$ cat src/rtl/mp_ooo_data_array_arbiter.sv
// Two-port arbiter for the single-port byte-masked data array, with one response slot per port.
// Optional DATA_ARB_RR_EN selects round-robin arbitration instead of fixed port-0 priority.
module mp_ooo_data_array_arbiter #(
   parameter int DATA_WIDTH = 256,
   parameter int ADDR_WIDTH = 4,
   parameter int NUM_WMASKS = 32
) (
   input  logic                  clk,
   input  logic                  rst_n,
   input  logic                  p0_req_valid,
   output logic                  p0_req_ready,
   input  logic                  p0_req_we,
   input  logic [ADDR_WIDTH-1:0] p0_req_addr,
   input  logic [NUM_WMASKS-1:0] p0_req_wmask,
   input  logic [DATA_WIDTH-1:0] p0_req_wdata,
   output logic                  p0_resp_valid,
   input  logic                  p0_resp_ready,
   output logic [DATA_WIDTH-1:0] p0_resp_rdata,
   input  logic                  p1_req_valid,
   output logic                  p1_req_ready,
   input  logic                  p1_req_we,
   input  logic [ADDR_WIDTH-1:0] p1_req_addr,
   input  logic [NUM_WMASKS-1:0] p1_req_wmask,
   input  logic [DATA_WIDTH-1:0] p1_req_wdata,
   output logic                  p1_resp_valid,
   input  logic                  p1_resp_ready,
   output logic [DATA_WIDTH-1:0] p1_resp_rdata,
   output logic                  sram_csb,
   output logic                  sram_web,
   output logic [NUM_WMASKS-1:0] sram_wmask,
   output logic [ADDR_WIDTH-1:0] sram_addr,
   output logic [DATA_WIDTH-1:0] sram_din,
   input  logic [DATA_WIDTH-1:0] sram_dout
);

   logic                  inflight_q, inflight_d;
   logic                  inflight_port_q, inflight_port_d;
   logic                  p0_resp_valid_q, p0_resp_valid_d;
   logic                  p1_resp_valid_q, p1_resp_valid_d;
   logic [DATA_WIDTH-1:0] p0_resp_rdata_q, p0_resp_rdata_d;
   logic [DATA_WIDTH-1:0] p1_resp_rdata_q, p1_resp_rdata_d;
   logic                  p0_elig, p1_elig, cand0, cand1, gnt0, gnt1;
`ifdef DATA_ARB_RR_EN
   logic                  rr_q, rr_d;
`endif

   always_comb begin
      // A read needs its port idle: nothing in flight for it and a slot that is free or draining.
      p0_elig = p0_req_we | (~(inflight_q & ~inflight_port_q) &
                             (~p0_resp_valid_q | p0_resp_ready));
      p1_elig = p1_req_we | (~(inflight_q & inflight_port_q) &
                             (~p1_resp_valid_q | p1_resp_ready));
      cand0   = rst_n & p0_req_valid & p0_elig;
      cand1   = rst_n & p1_req_valid & p1_elig;
`ifdef DATA_ARB_RR_EN
      gnt0    = cand0 & (~cand1 | rr_q);
      gnt1    = cand1 & (~cand0 | ~rr_q);
      rr_d    = (gnt0 | gnt1) ? gnt1 : rr_q;
`else
      gnt0    = cand0;
      gnt1    = cand1 & ~cand0;
`endif
      p0_req_ready = gnt0;
      p1_req_ready = gnt1;

      sram_csb = ~(gnt0 | gnt1);
      if (gnt1) begin
         sram_web   = ~p1_req_we;
         sram_wmask = p1_req_we ? p1_req_wmask : '0;
         sram_addr  = p1_req_addr;
         sram_din   = p1_req_wdata;
      end else begin
         sram_web   = ~p0_req_we;
         sram_wmask = p0_req_we ? p0_req_wmask : '0;
         sram_addr  = p0_req_addr;
         sram_din   = p0_req_wdata;
      end

      inflight_d      = (gnt0 & ~p0_req_we) | (gnt1 & ~p1_req_we);
      inflight_port_d = gnt1;

      p0_resp_valid_d = p0_resp_valid_q & ~p0_resp_ready;
      p0_resp_rdata_d = p0_resp_rdata_q;
      p1_resp_valid_d = p1_resp_valid_q & ~p1_resp_ready;
      p1_resp_rdata_d = p1_resp_rdata_q;
      if (inflight_q & ~inflight_port_q) begin
         p0_resp_valid_d = 1'b1;
         p0_resp_rdata_d = sram_dout;
      end
      if (inflight_q & inflight_port_q) begin
         p1_resp_valid_d = 1'b1;
         p1_resp_rdata_d = sram_dout;
      end
   end

   always_ff @(posedge clk or negedge rst_n) begin
      if (!rst_n) begin
         inflight_q      <= 1'b0;
         inflight_port_q <= 1'b0;
         p0_resp_valid_q <= 1'b0;
         p1_resp_valid_q <= 1'b0;
         p0_resp_rdata_q <= '0;
         p1_resp_rdata_q <= '0;
`ifdef DATA_ARB_RR_EN
         rr_q            <= 1'b1;
`endif
      end else begin
         inflight_q      <= inflight_d;
         inflight_port_q <= inflight_port_d;
         p0_resp_valid_q <= p0_resp_valid_d;
         p1_resp_valid_q <= p1_resp_valid_d;
         p0_resp_rdata_q <= p0_resp_rdata_d;
         p1_resp_rdata_q <= p1_resp_rdata_d;
`ifdef DATA_ARB_RR_EN
         rr_q            <= rr_d;
`endif
      end
   end

   assign p0_resp_valid = p0_resp_valid_q;
   assign p1_resp_valid = p1_resp_valid_q;
   assign p0_resp_rdata = p0_resp_rdata_q;
   assign p1_resp_rdata = p1_resp_rdata_q;

endmodule
$ cat config.mk
export PLATFORM = sky130hd
export DESIGN_NAME = mp_ooo_data_array_arbiter
export DESIGN_NICKNAME = d
export VERILOG_FILES = /design/src/rtl/mp_ooo_data_array_arbiter.sv
export SDC_FILE = /design/constraint.sdc
export NUM_CORES = 1
export LEC_CHECK = 0
export BUFFER_PORTS_ARGS = -buffer_cell sky130_fd_sc_hd__buf_2
export CAP_MARGIN = 20
export CORE_AREA = 8 8 632 634
export DETAILED_ROUTE_END_ITERATION = 16
export DIE_AREA = 0 0 640 642
export MAX_ROUTING_LAYER = met4
export PLACE_DENSITY = 0.32
export SETUP_SLACK_MARGIN = 0.5
export SLEW_MARGIN = 0
export SYNTH_ARGS = -nofsm -noshare
export SYNTH_HDL_FRONTEND = slang
export SYNTH_SLANG_ARGS = --single-unit
$ cat constraint.sdc
create_clock -name clk -period 2.7 [get_ports clk]
set_input_delay 0.405 -clock clk [delete_from_list [all_inputs] [get_ports clk]]
set_output_delay 0.405 -clock clk [all_outputs]
set_load 0.05 [all_outputs]
### Yosys cells after proc, flatten, opt, wreduce, memory -nomap -nowiden

Index checks and enable logic that the tools add are counted.

* flip-flop bits (word level): 516
* bits of input ports: 848
* output and inout bits: 810
* word-level logic and storage cells: 44

* muxes and demuxes: 8
* bitwise operators: 30

Operators with widths (number)
* $mux W256: 1
* $mux W32: 3
* $and A1 B1 Y1: 13
* $not A1 Y1: 11
* $or A1 B1 Y1: 6
* $mux W4: 1
* $mux W1: 3

### Longest topological paths before layout

Gate-level depths: netlist of the first run.

* depth after elaboration: 10
* mapped depth: 7
* mapped depth without buffers: 4

### Least setup slack after synthesis of the first run

No wires, ideal clock.

* kind: flip-flop to output port
* start point: reg p0_resp_valid_q, in the netlist p0_resp_valid
* end point: out sram_addr[0]
* arrival time: 2.420 ns
* data required time: 2.295 ns
* slack: -0.125 ns
* cell stages (with the launch flop): 7
* buffers on the path: 2
* path through: dfrtp_1 > nand2b_1 > a21o_1 > a211oi_2 > buf_2 > buf_4 > mux2_1

* cells in the longest elaborated chain, start to end: 8

RTL lines
* start: declaration: RTL line 38 `logic p0_resp_valid_q, p0_resp_valid_d;`
* start signal: assignment: RTL line 110 `p0_resp_valid_q <= p0_resp_valid_d;`
* $not A1 Y1: RTL line 50 `(~p0_resp_valid_q | p0_resp_ready));`
* $or A1 B1 Y1: RTL line 50
* $and A1 B1 Y1: RTL line 49 `p0_elig = p0_req_we | (~(inflight_q & ~inflight_port_q) &`
* $or A1 B1 Y1: RTL line 49
* $and A1 B1 Y1: RTL line 53 `cand0 = rst_n & p0_req_valid & p0_elig;`
* $not A1 Y1: RTL line 61 `gnt1 = cand1 & ~cand0;`
* $and A1 B1 Y1: RTL line 61
* via p1_req_ready: RTL line 20 `output logic p1_req_ready,`
* $mux W4: RTL line 67 `if (gnt1) begin`
* end: declaration: RTL line 31 `output logic [ADDR_WIDTH-1:0] sram_addr,`

The timed path passes the listed nets, and every way through them passes these cells.

### Worst setup path in the final report of the first run

* start point: reg inflight_port_q
* end point: out sram_din[113]

* cells in the longest elaborated chain, start to end: 9
* elaborated cells on any way between the ends: 14

RTL lines
* start: declaration: RTL line 37 `logic inflight_port_q, inflight_port_d;`
* start signal: assignment: RTL line 109 `inflight_port_q <= inflight_port_d;`
* $not A1 Y1: RTL line 49
* $and A1 B1 Y1: RTL line 49
* $not A1 Y1: RTL line 49
* $and A1 B1 Y1: RTL line 49
* $or A1 B1 Y1: RTL line 49
* $and A1 B1 Y1: RTL line 53
* $not A1 Y1: RTL line 61
* $and A1 B1 Y1 (*): RTL line 61
* $mux W256 (*): RTL line 67
* end: declaration: RTL line 32 `output logic [DATA_WIDTH-1:0] sram_din,`

Mark *: on every way between the ends. The rest lies on a longest branch, timed or not.

==> metrics.md, run 1 <==
| Metric | Value |
|---|---|
| Hold slack | 8.30 ps |
| Cell internal pwr | between 20,000 and 25,000 µW |
| Dpl hpwl | around 280 mm |
| First-pass GRT wire length | about 370 mm |
| Sw Ratio | around half |
| Warnings, synthesis | 0 |
| Filler cells | between 40,000 and 50,000 |
| DRT iter0 DRCs | 1,874 |
| Cell variety after synth | 22 |
| Violated checks | setup timing |
| HP Class | in2async |
| Starting density of the core | under 10% |
| CTS sink cnt | about 520 |
| Num CTS Buffers | 70 |
| Max Freq | ~300 MHz |
| Total Wirelength | a little over 300 mm |
| Startpoint Class | flip-flop |
| Syn nets | roughly 2,800 |
| Mean post-synth cell area | 11.4 µm² |
| Die Width | 640 µm |
| Skew-Pair Late Insertion Delay | 680 ps |
| Seq cells post-synth | roughly 520 |
| Vias | 25,900 |
| Mapped Cells | approximately 2,000 |
| Clk_skew | roughly 32 ps |
| CP required | ~2300 ps |
| CTS max path bufs | 3 |
| Yosys top cell area share | about 57% |
| Top-level I/O count | 1,658 |
| Comb pwr share | between 40 and 50% |
| Mapped cell area | ~23,000 µm² |
| Tmin final | 3370 ps |
| Layout area overhead | 103% |
| Top cells by area, synth | dfrtp_1 (57%), mux2_2 (16%), nand2_1 (13%), mux2_1 (9.4%), clkbuf_1 (1.4%) |
| Total core area | about 390,000 µm² |
| Gr usage total | between 10% and 20% |
| H-tree levels | 3 |
| TritonRoute pass-1 iters | 5 |
| RR Endpoint | p1_resp_rdata[249]$_DFFE_PN0P_ |
| R2r setup slk | ~350 ps |
| Clock share of power | about a quarter |
| Worst setup margin | -668 ps |
| Multi-input logic area | just under 10,000 µm² |
| Most common cell after layout, fill and taps aside | buf_2 |
| Unrepaired setup endpoints after global routing | true |
| Kind of critical path | reg2out |
| Fin Setup TNS | -154,690 ps |
| Setup crit end kind | output port |
| Peak supply drop | 0.600 mV |
| Cell Pwr Density | ~880 nW/µm² |
| Initial antenna violation count | ~400 |
| Antenna-violating nets left | 0 |
| DRC | 0 |
| Status | finished with violations |
| Final #Nets | roughly 4,800 |
| Most frequent cells in the layout | buf_2 (1,497), nand2_1 (771), dfrtp_1 (514), mux2_2 (379), dlygate4sd3_1 (242) |
| Worst slew margin | between 10% and 20% |
| Sequential power share | roughly 28% |
| Sequential Area | 12,900 µm² |
| Static leakage | 0.0212 µW |
| Hold Vio Cnt, Final | 0 |
| Die ar. | slightly above 400,000 µm² |
| MaxCap Viol Count | 0 |
| Wire length per cell | 33.0 µm |
| Slew Viols, Final | 0 |
| Critical path arrival | between 2000 and 3000 ps |
| Area leader, netlist | dfrtp_1 |
| Number of global-route vias before repair | roughly 26,000 |
| Layout cells sized above 1 | 61.0% |
| Post-synthesis sequential area ratio | 57.3% |
| Crit Reg-Reg Startpoint | inflight_port_q$_DFF_PN0_ |
| GPL Wtd Cong | roughly 1.1 |
| Row count | 230 |
| CP max FO | 18 |
| Final Setup Violations | between 200 and 300 |
| Reg2Reg Depth | 5 |
| Die Y-Extent | ~640 µm |
| TritonCTS clock tree | done |
| Pin count of the biggest net entering global routing | 163 |
| Root Buffer | clkbuf_16 |
| Total grt overflow | 0 |
| Port-buffer cells | between 1,500 and 2,000 |
| Period utilisation layout | 125% |
| Net Switching | ~20,000 µW |
| Vias per inst | between 2 and 3 |
| Reg clk slew, reported paths | 50 ps |
| Slew of the pin with the lowest slew margin | around 1200 ps |
-- per-stage QoR --
stage | util (%) | setup WS, ps | total power, µW | instances | area (µm²)
after floorplan | - | 293 | 22300 | 1973 | 22700
after global placement | 9.76 | -407 | 29600 | 8813 | 38000
after detailed placement | 9.76 | -393 | 29700 | 8813 | 38000
after CTS | 11.3 | -819 | 40800 | 9196 | 44000
after global routing | 11.7 | -836 | 41800 | 9322 | 45600
final | 11.7 | -668 | 40000 | 9373 | 45700
-- routing by layer --
| layer | global-route usage (%) | part of all wire [%] | wire [µm] |
|---|---|---|---|
| met1 | 17.4 | 41 | 126000 |
| met3 | 4.60 | 8.6 | 26500 |
| met5 | - | 0 | 0 |
| met2 | 24.9 | 48 | 148000 |
| met4 | 2.58 | 3.0 | 9190 |
-- worst max-delay path, stage by stage (launching register included) --
cell	delay, ps
dfrtp_1	390
nand2b_4	150
a21o_1	190
a211oi_4	250
buf_12	190
buf_12	130
buf_16	180
buf_4	190
mux2_2	350
buf_2	220
-- layout make-up --
cell class              count  share of cell area (%)
repair buffers           2019                    30.3
flip-flops and latches    516                    28.3
multi-input cells        1337                    21.2
well taps                5220                    14.3
clock buffers             103                    4.50
diodes                    157                   0.860
clock inverters            21                   0.616
-- registers in the layout, indices dropped and copies added (netlist names) --
| register | cells |
|---|---|
| p1_resp_valid | 1 |
| p1_resp_rdata | 256 |
| p0_resp_valid | 1 |
| p0_resp_rdata | 256 |
| inflight_q | 1 |
| inflight_port_q | 1 |
-- cell families (layout without fill, tap and decap cells) --
family	after synthesis	after routing	synth area share (%)
AND/OR/NAND/NOR	782	782	13.1
multiplexers	516	516	25.8
flip-flops	516	516	57.3
buffers and inverters	120	2143	2.37
AO/OA/AOI/OAI	39	39	1.48
other	0	157	0
-- synthesized netlist by cell type --
master,n
nand2_1,772
buf_4,20
a211oi_2,1
and2_1,1
nand4b_1,1
a21o_1,1
buf_2,8
a22o_1,32
o31a_1,1
dfrtp_1,516
nand3_1,1
a21oi_1,2
and3_1,1
o21ai_0,1
nor2_1,1
mux2_1,189
mux2_2,327
nor2b_1,2
buf_1,8
o41ai_1,1
clkbuf_1,84
nand2b_1,3
-- power by group through the flow --
stage / combinational [µW] / clock, µW / sequential, µW
2_1_floorplan: 3690 / 0 / 18700
3_3_place_gp: 18500 / 0 / 11100
3_5_place_dp: 18500 / 0 / 11200
4_1_cts: 19300 / 10400 / 11100
5_1_grt: 19900 / 10600 / 11300
6_report: 19200 / 9770 / 11100
-- how the worst max path moves through the flow --
stage,start,to,slack (ps)
floorplan,inflight_port_q$_DFF_PN0_,sram_din[169],290
finish,inflight_port_q$_DFF_PN0_,sram_din[113],-670
CTS,inflight_port_q$_DFF_PN0_,sram_din[158],-820
detailed placement,p0_resp_ready,sram_din[158],-390
global placement,p0_resp_ready,sram_din[225],-410
global route,inflight_port_q$_DFF_PN0_,sram_din[108],-840
-- timing repair --
item,4_1_cts,5_1_grt
setup endpoints to repair,562,536
buffers inserted,12,9
pin swaps,0,0
endpoints found under the hold margin,483,0
hold buffers,242,0
gates cloned,5,9
gates resized for setup,246,345
Note: power is estimated with default switching activity, not from simulation.
==> run 2: changes to the inputs <==
==> constraint.sdc (replaced) <==
create_clock -name clk -period 2.7 [get_ports clk]
set_input_delay 0.405 -clock clk [delete_from_list [all_inputs] [get_ports clk]]
set_output_delay 0.405 -clock clk [all_outputs]
set_load 0.01 [all_outputs]
==> metrics.md, run 2 (synthesis results as in run 1) <==
| Metric | Value |
|---|---|
| DRC | 0 |
| Hold Vio Cnt, Final | 0 |
| Crit path depth | 8 |
| Total Wirelength | 329 mm |
| Reg clk slew, reported paths | around 50 ps |
| Starting density of the core | around 5.8% |
| Most frequent cells in the layout | buf_2 (1,623), nand2_1 (771), dfrtp_1 (515), mux2_2 (491), dlygate4sd3_1 (260) |
| Net Switching | 13,000 µW |
| Reg2Reg Depth | 4 |
| Vias per inst | approximately 2.8 |
| Status | finished with violations |
| Most common cell after layout, fill and taps aside | buf_2 |
| Violated checks | setup timing |
| Vias | ~26,000 |
| CTS max path bufs | 4 |
| Final Setup Violations | 295 |
| CTS sink cnt | 516 |
| Sequential Area | around 13,000 µm² |
| Worst slew margin | about 17% |
| Critical path arrival | 3070 ps |
| Port-buffer cells | 1,657 |
| Cell internal pwr | between 20,000 and 25,000 µW |
| Multi-input logic area | ~9300 µm² |
| Cell family with most CP delay | buffers and inverters |
| Root Buffer | clkbuf_16 |
| Clk_skew | roughly 53 ps |
| Layout cells sized above 1 | around 60% |
| Die ar. | about 410,000 µm² |
| Filler cells | around 45,000 |
| MaxCap Viol Count | 0 |
| CP most frequent cell | buf_12 |
| WP buf/inv | 4 |
| Row count | between 200 and 250 |
| Tmin final | 3470 ps |
| Unrepaired setup endpoints after global routing | true |
| Slew Viols, Final | 0 |
| Placed inst area | about 38,000 µm² |
| Startpoint Class | flip-flop |
| TritonRoute pass-1 iters | 5 |
| Comb pwr share | between 30% and 40% |
| Die Width | around 640 µm |
| GPL Wtd Cong | around 1.0 |
| First-pass GRT wire length | 393 mm |
| Die Y-Extent | 642 µm |
| Period utilisation layout | 129% |
| Total core area | approximately 390,000 µm² |
| Top-level I/O count | around 1,700 |
| Kind of critical path | reg2out |
| Slew of the pin with the lowest slew margin | approximately 1200 ps |
| Dpl hpwl | approximately 300 mm |
| TritonCTS clock tree | done |
| Gr usage total | between 10% and 20% |
| HP Class | in2reg |
| Tot Pwr | 33,300 µW |
| Cell Pwr Density | ~760 nW/µm² |
| Antenna-violating nets left | 0 |
| Worst setup margin | -771 ps |
| CP Cell Sequence | nand2b_4, a21o_1, a211oi_4, buf_12, buf_12, buf_16, mux2_2, buf_2 |
| CP max FO | 38 |
| Layout area overhead | 95.2% |
| H-tree levels | 3 |
| CP max stage delay | 440 ps |
| Skew-Pair Late Insertion Delay | 760 ps |
| Setup crit end kind | output port |
| Sw Ratio | between 30% and 40% |
| Sequential power share | ~33% |
| Worst hold stages | 4 |
| Pin count of the biggest net entering global routing | 131 |
| Total grt overflow | 0 |
| Fin area | between 40,000 and 50,000 µm² |
| Initial antenna violation count | around 320 |
| Final #Nets | between 4,000 and 5,000 |
| Max Freq | between 200 and 300 MHz |
| Crit-path slowest cell | dfrtp_2 |
| CP required | around 2300 ps |
| Clock share of power | 32.0% |
| Wire length per cell | around 35 µm |
| DRT iter0 DRCs | ~2,000 |
| Static leakage | 0.0203 µW |
| Num CTS Buffers | 78 |
| Peak supply drop | between 0.5 and 0.6 mV |
| Number of global-route vias before repair | 26,700 |
[run 2: cell type report]
cell class	count	share of cell area, %
Tap cell	5220	14.8
Clock buffer	104	5.05
Timing Repair Buffer	1980	27.8
Sequential cell	516	29.3
Clock inverter	29	0.822
Multi-Input combinational cell	1337	21.2
Antenna cell	170	0.967
[run 2: power by group through the flow]
stage                     logic [µW]  clock network [µW]  registers, µW
after CTS                      12000               11200          11100
final                          11500               10700          11100
after global routing           12200               11400          11400
after global placement         11500                   0          11200
after detailed placement       11500                   0          11200
after floorplan                 2600                   0          12100
[run 2: worst reg2reg max path, stage by stage, from the launching register on]
cell and delay [ps]:
dfrtp_1 440, nand2_4 100, buf_4 350, buf_4 840
mux2_2 440
[run 2: worst paths after layout]
path | startpoint | to | slack, ps
worst max-delay path | inflight_port_q$_DFF_PN0_ | sram_din[105] | -770
worst min-delay path | sram_dout[12] | p0_resp_rdata[12]$_DFFE_PN0P_ | 390
worst max register to register | inflight_q$_DFF_PN0_ | p1_resp_rdata[202]$_DFFE_PN0P_ | 370
worst min register to register | p0_resp_rdata[191]$_DFFE_PN0P_ | p0_resp_rdata[191]$_DFFE_PN0P_ | 470
max in group asynchronous | rst_n | p0_resp_rdata[147]$_DFFE_PN0P_ | 920
min in group asynchronous | rst_n | p0_resp_rdata[110]$_DFFE_PN0P_ | 530
[run 2: stage by stage]
step	hold slack, ps	setup slack (ps)	TNS [ps]	std cells	util, %
3_3_place_gp	455	-467	-43560	8779	9.75
5_1_grt	340	-949	-229820	9322	11.3
3_5_place_dp	457	-435	-38450	8779	9.75
4_1_cts	273	-966	-246790	9176	11.1
6_report	387	-771	-185420	9356	11.3
2_1_floorplan	109	412	0	1973	-
[run 2: metal layers]
metal	GRT usage [%]	vias to the layer above	part of all wire [%]
li1	-	10700	-
met1	18.5	13200	41
met2	25.3	1830	46
met3	5.62	530	9.4
met4	4.59	0	3.9
met5	-	-	0
[run 2: what timing repair did]
action	CTS	global route
endpoints found under the setup margin	403	482
setup buffers	3	7
cloned	0	3
pin swaps	0	4
hold endpoints to repair	613	0
hold buffers	261	0
resized for setup	8	41
